File: src/rtl/mem_bus_pkg.sv
// Shared types and constants for the CPU memory/peripheral bus controller.
package mem_bus_pkg;

    typedef enum logic [1:0] {
        IDLE     = 2'd0,
        RAM_ACC  = 2'd1,
        UART_ACC = 2'd2,
        DONE     = 2'd3
    } state_t;

    localparam logic [1:0] BE_WORD = 2'b11;
    localparam logic [1:0] BE_LO   = 2'b01;
    localparam logic [1:0] BE_HI   = 2'b10;

    localparam logic [15:0] UART_BASE_DEFAULT = 16'h0ff0;

endpackage

File: src/rtl/byte_lane_steer.sv
// Combinational byte-lane steering: write-lane placement, RAM lane enables and
// read-byte extraction. An even byte address maps to the high lane [15:8].
module byte_lane_steer
    import mem_bus_pkg::*;
#(
    parameter int DATA_W = 16
) (
    input  logic              be,
    input  logic              odd,
    input  logic [DATA_W-1:0] wdata,
    input  logic [DATA_W-1:0] rword,
    output logic [DATA_W-1:0] ram_wdata,
    output logic [1:0]        ram_be,
    output logic [DATA_W-1:0] rdata
);

    always_comb begin
        // NOTE: every output gets a default first so no path can infer a latch.
        ram_wdata = wdata;
        ram_be    = BE_WORD;
        rdata     = rword;
        if (be) begin
            if (odd) begin
                ram_wdata = {8'h00, wdata[7:0]};
                ram_be    = BE_LO;
                rdata     = {8'h00, rword[7:0]};
            end else begin
                ram_wdata = {wdata[7:0], 8'h00};
                ram_be    = BE_HI;
                rdata     = {8'h00, rword[15:8]};
            end
        end
    end

endmodule

File: src/rtl/mem_bus_ctrl.sv
// Request/ready bus controller steering CPU accesses to word RAM or a byte UART.
// Build option MEMBUS_ALIGN_CHECK_EN: odd-address RAM word accesses end with cpu_err.
module mem_bus_ctrl
    import mem_bus_pkg::*;
#(
    parameter int                ADDR_W    = 16,
    parameter int                DATA_W    = 16,
    parameter logic [ADDR_W-1:0] UART_BASE = UART_BASE_DEFAULT,
    parameter int                RAM_LAT   = 1,
    parameter int                UART_WAIT = 2
) (
    input  logic              clk,
    input  logic              reset,
    input  logic              cpu_req,
    input  logic              cpu_we,
    input  logic              cpu_be,
    input  logic [ADDR_W-1:0] cpu_addr,
    input  logic [DATA_W-1:0] cpu_wdata,
    output logic [DATA_W-1:0] cpu_rdata,
    output logic              cpu_ready,
    output logic              cpu_busy,
    output logic              cpu_err,
    output logic [ADDR_W-1:0] ram_addr,
    output logic [DATA_W-1:0] ram_wdata,
    input  logic [DATA_W-1:0] ram_rdata,
    output logic              ram_we,
    output logic [1:0]        ram_be,
    output logic [2:0]        uart_addr,
    output logic [7:0]        uart_wdata,
    input  logic [7:0]        uart_rdata,
    output logic              uart_ce,
    output logic              uart_we,
    output logic              uart_re
);

    localparam logic [2:0] RAM_CNT  = 3'(RAM_LAT - 1);
    localparam logic [2:0] UART_CNT = 3'(UART_WAIT - 1);

    state_t            state;
    logic [2:0]        cnt;
    logic [ADDR_W-1:0] addr_q;
    logic              we_q;
    logic              be_q;
    logic [DATA_W-1:0] wdata_q;
    logic [DATA_W-1:0] ram_rd_ext;

    byte_lane_steer #(.DATA_W(DATA_W)) u_steer (
        .be        (be_q),
        .odd       (addr_q[0]),
        .wdata     (wdata_q),
        .rword     (ram_rdata),
        .ram_wdata (ram_wdata),
        .ram_be    (ram_be),
        .rdata     (ram_rd_ext)
    );

    // All bus-side address/data come from the captured request only.
    assign ram_addr   = {1'b0, addr_q[ADDR_W-1:1]};
    assign uart_addr  = addr_q[2:0];
    assign uart_wdata = wdata_q[7:0];
    assign cpu_busy   = (state != IDLE);

`ifdef MEMBUS_ALIGN_CHECK_EN
    logic err_q;
    assign cpu_err = err_q;
`else
    assign cpu_err = 1'b0;
`endif

    always_ff @(posedge clk) begin
        // NOTE: sequential state uses non-blocking assignments only.
        if (reset) begin
            state     <= IDLE;
            cnt       <= 3'd0;
            addr_q    <= '0;
            we_q      <= 1'b0;
            be_q      <= 1'b0;
            wdata_q   <= '0;
            cpu_rdata <= '0;
            cpu_ready <= 1'b0;
            ram_we    <= 1'b0;
            uart_ce   <= 1'b0;
            uart_we   <= 1'b0;
            uart_re   <= 1'b0;
`ifdef MEMBUS_ALIGN_CHECK_EN
            err_q     <= 1'b0;
`endif
        end else begin
            cpu_ready <= 1'b0;
            ram_we    <= 1'b0;
            case (state)
                IDLE: begin
                    if (cpu_req) begin
                        addr_q  <= cpu_addr;
                        we_q    <= cpu_we;
                        be_q    <= cpu_be;
                        wdata_q <= cpu_wdata;
                        if (cpu_addr >= UART_BASE) begin
                            state   <= UART_ACC;
                            cnt     <= UART_CNT;
                            uart_ce <= 1'b1;
                            uart_we <= cpu_we;
                            uart_re <= ~cpu_we;
                        end
`ifdef MEMBUS_ALIGN_CHECK_EN
                        else if (!cpu_be && cpu_addr[0]) begin
                            state     <= DONE;
                            cpu_ready <= 1'b1;
                            err_q     <= 1'b1;
                        end
`endif
                        else begin
                            state  <= RAM_ACC;
                            cnt    <= RAM_CNT;
                            ram_we <= cpu_we;
                        end
                    end
                end
                RAM_ACC: begin
                    if (cnt == 3'd0) begin
                        if (!we_q) cpu_rdata <= ram_rd_ext;
                        state     <= DONE;
                        cpu_ready <= 1'b1;
                    end else begin
                        cnt <= cnt - 3'd1;
                    end
                end
                UART_ACC: begin
                    if (cnt == 3'd0) begin
                        if (!we_q) cpu_rdata <= {{(DATA_W-8){1'b0}}, uart_rdata};
                        uart_ce   <= 1'b0;
                        uart_we   <= 1'b0;
                        uart_re   <= 1'b0;
                        state     <= DONE;
                        cpu_ready <= 1'b1;
                    end else begin
                        cnt <= cnt - 3'd1;
                    end
                end
                DONE: begin
                    state <= IDLE;
`ifdef MEMBUS_ALIGN_CHECK_EN
                    err_q <= 1'b0;
`endif
                end
                default: state <= IDLE;
            endcase
        end
    end

endmodule

File: config.mk
export PLATFORM = sky130hd
export DESIGN_NAME = mem_bus_ctrl
export DESIGN_NICKNAME = d
export VERILOG_FILES = /design/src/rtl/mem_bus_pkg.sv /design/src/rtl/byte_lane_steer.sv /design/src/rtl/mem_bus_ctrl.sv
export SDC_FILE = /design/constraint.sdc
export NUM_CORES = 1
export LEC_CHECK = 0
export BUFFER_PORTS_ARGS = -buffer_cell sky130_fd_sc_hd__buf_4
export CAP_MARGIN = 20
export CELL_PAD_IN_SITES_DETAIL_PLACEMENT = 0
export CELL_PAD_IN_SITES_GLOBAL_PLACEMENT = 1
export CORE_MARGIN = 5
export CORE_UTILIZATION = 36
export CTS_CLUSTER_DIAMETER = 120
export CTS_CLUSTER_SIZE = 25
export DETAILED_ROUTE_END_ITERATION = 6
export PLACE_DENSITY_LB_ADDON = 0.05
export SYNTH_ARGS = -nofsm -noshare
export SYNTH_HDL_FRONTEND = slang
export SYNTH_SLANG_ARGS = --single-unit
File: constraint.sdc
create_clock -name clk -period 2.3 [get_ports clk]
set_input_delay 0.115 -clock clk [delete_from_list [all_inputs] [get_ports clk]]
set_output_delay 0.115 -clock clk [all_outputs]
set_load 0.02 [all_outputs]
==> summary.txt <==
Clocking
  • CTS tree: yes
  • Sink Count: 60
  • Clock slew at reported path FFs: around 60 ps
  • Clk_lat worst skew: 330 ps
  • H-tree depth: 3
  • CTS Buf Count: 9
  • Number of hold buffers added after cts: 0
  • Setup bufs post-CTS: 0
  • Clock root buffer: clkbuf_8
  • Post-CTS Resized: 0
  • Clk buf depth: 2

STA
  • Hold Vio Cnt, Final: 0
  • Max Freq: roughly 540 MHz
  • Final setup margin: 453 ps
  • Worst rel slew slack: 57.0%
  • Worst-Margin Slew: ~640 ps
  • RSZ-0062 raised after global routing: no
  • Final Max Slew Viols: 0
  • Final setup vio count: 0
  • Clock Skew: 13.0 ps
  • Fin crit share: approximately four fifths
  • Hold WS: 31.1 ps
  • Setup TNS: 0 ps
  • Minimum clock period: about 1800 ps

Power and ir drop
  • Leakage power: 1.71 nW
  • Peak VDD IR: 796 uV
  • Power density over cell area: approximately 1200 nW/um^2
  • Final Power: 4.63 mW

Drt
  • Vias/cell: 4.70
  • Post-route antenna net violation count: 0
  • WL/cell: 14.1 um
  • DRC violations left: 0
  • Post-Route WL: 8090 um
  • DR iter-0 viols: 64
  • Drt pass-1 iters: 4
  • Via count: 2687

Placed design
  • Dpl ws: ~550 ps
  • GP Congestion: 0.766
  • Placed inst area: 3790 sq um
  • Dpl hpwl: 5760 um
  • IO buf count: 126

Synth
  • Post-Synthesis Cells: around 360
  • Largest family of logic cells by synthesized area: simple AND/OR/NAND/NOR gates
  • Area contributors post-synth: dfxtp_1, nand2_1, a21oi_1
  • Cell Area, Synth: between 2000 and 3000 sq um
  • Adder-cell area share of the yosys netlist: about 2.2%
  • Post-synthesis sequential area ratio: 41.5%
  • Post-synth top cells: nand2_1, dfxtp_1, a21oi_1
  • Syn Area/Cell: slightly above 8 sq um
  • Synth Area in Compound Gates: 16.4%
  • Number of synthesized flops with an enable pin: 0
  • Synth Warn #: 0
  • Post-Synth Simple-Gate Area: roughly a quarter
  • Post-synthesis register bit count: 60
  • Top-count cell post-synth: nand2_1
  • Synth area leader: dfxtp_1
  • Post-synthesis cell type count: 39
  • Top cell type's share of synthesized area: 41.5%
  • Ys async rst share: 0%
  • Post-synthesis mux area share: 3.94%
  • Dominant synthesized flop cell: dfxtp_1
  • Post-synthesis xor/xnor area fraction: 0%

Die
  • Die ar.: a little under 10000 sq um
  • Starting density of the core: a little under two fifths
  • Core ar.: 7770 sq um
  • # rows: 32
  • DIE WIDTH: roughly 100 um
  • IO Count: around 130
  • Die height: around 100 um

Finish
  • Register area: between 1000 and 1500 sq um
  • Final Cell Area: 3980 sq um
  • Fraction of layout cells with a size suffix above 1: between 30% and 40%
  • Synth-to-Final Area Change: 37.7%
  • Fin nets: 532
  • Number of fill cells in the layout: 770
  • Ant diodes: 0
  • Multi-input gate area: 1410 sq um

Critical path
  • Kind of critical path: register to output pin
  • Crit-path max cell delay: between 300 and 400 ps
  • Crit-path slowest cell: nand2b_1
  • Worst Path Arrival: approximately 1700 ps
  • Worst-path maximum fanout: 12
  • Startpoint Class: register
  • Crit-path cells: buf_4 -> nand2b_1 -> buf_4 -> and2_1 -> buf_4
  • Most used cell along the critical path: buf_4
  • Data required, critical path: 2180 ps
  • Crit end category: output pin

GRT
  • Vias in the first global route: 2604
  • Global Route Usage Sum: 16.4%
  • Overflow after GRT: 0
  • Initial antenna violation count: 0
  • First-pass GRT wire length: 13000 um
  • Largest net degree at the start of global routing: 36

Job
  • Total of max-cap violations: 0

Status
  • Status: finished clean

Worst hold path
  • Hold Crit Class: primary input to register
[worst max-delay path: cells and delay by family, from the launching register on]
family	cells	cell delay [ps]
buffers and inverters	3	590
AND/OR/NAND/NOR	2	520
flip-flops	1	300
[logic make-up after synthesis]
family,count (synthesis)
simple gates,150
compound gates,81
flops,60
buf+inv,51
mux,10
fa+ha+maj,5
other cells,1
[cell type report]
type                    count  area share [%]
multi-input cells         248            35.5
flip-flops and latches     60            30.2
repair buffers            133            25.1
clock buffers              14            4.59
well taps                 102            3.21
inverters                  14            1.32
clock inverters             1           0.126
[worst paths after layout]
path | slack, ps | to | startpoint | cells after the start
worst max-delay path | 450 | ram_wdata[1] | addr_q[0] | 5
worst max register to register | 530 | cnt[0] | state[0] | 6
worst min register to register | 450 | cpu_rdata[15] | cpu_rdata[15] | 2
worst min-delay path | 30 | wdata_q[4] | cpu_wdata[4] | 3
[routing by layer]
metal  wire length [um]  track usage, %  vias to the layer above  part of all wire [%]
li1                   -               -                     1382                     -
met1               3710            21.8                     1206                    46
met2               3620            24.4                       89                    45
met3                667            5.47                       10                   8.2
met4                 98            6.30                        0                   1.2
met5                  0               0                        -                     0
[where the power goes]
part	switching, mW	internal [mW]	total [mW]
logic	1.32	0.932	2.25
clock network	0.394	0.502	0.896
registers	0.163	1.32	1.48
[sequential cells by signal (all words and copies together) (netlist names), 2 cells and up]
| signal | cells |
|---|---|
| wdata_q | 16 |
| state | 2 |
| cpu_rdata | 16 |
| cnt | 3 |
| addr_q | 16 |
[stage by stage]
stage | util, % | cells
global route | 51.3 | 572
global placement | 48.8 | 557
finish | 51.3 | 572
CTS | 51.3 | 572
detailed placement | 48.8 | 557
floorplan | - | 359
[layout by cell type (no fill, tap or decap), types with 2 or more instances in the layout]
cell type | synthesis | routed
a211oi_2 | 2 | 2
a21oi_1 | 55 | 55
and2_1 | 9 | 9
and2b_4 | 2 | 2
buf_4 | 14 | 133
clkbuf_8 | 0 | 13
conb_1 | 1 | 2
dfxtp_1 | 60 | 60
ha_1 | 5 | 5
inv_1 | 14 | 14
mux2_2 | 7 | 7
mux2i_1 | 2 | 2
nand2_1 | 87 | 87
nand2_2 | 2 | 2
nand2b_1 | 11 | 11
nand3_1 | 10 | 10
nand3b_1 | 10 | 10
nand4_1 | 2 | 2
nor2_1 | 5 | 5
nor2b_1 | 2 | 2
o211ai_1 | 7 | 7
o211ai_2 | 2 | 2
o21ai_0 | 12 | 12
(Power assumes the default switching activity.)
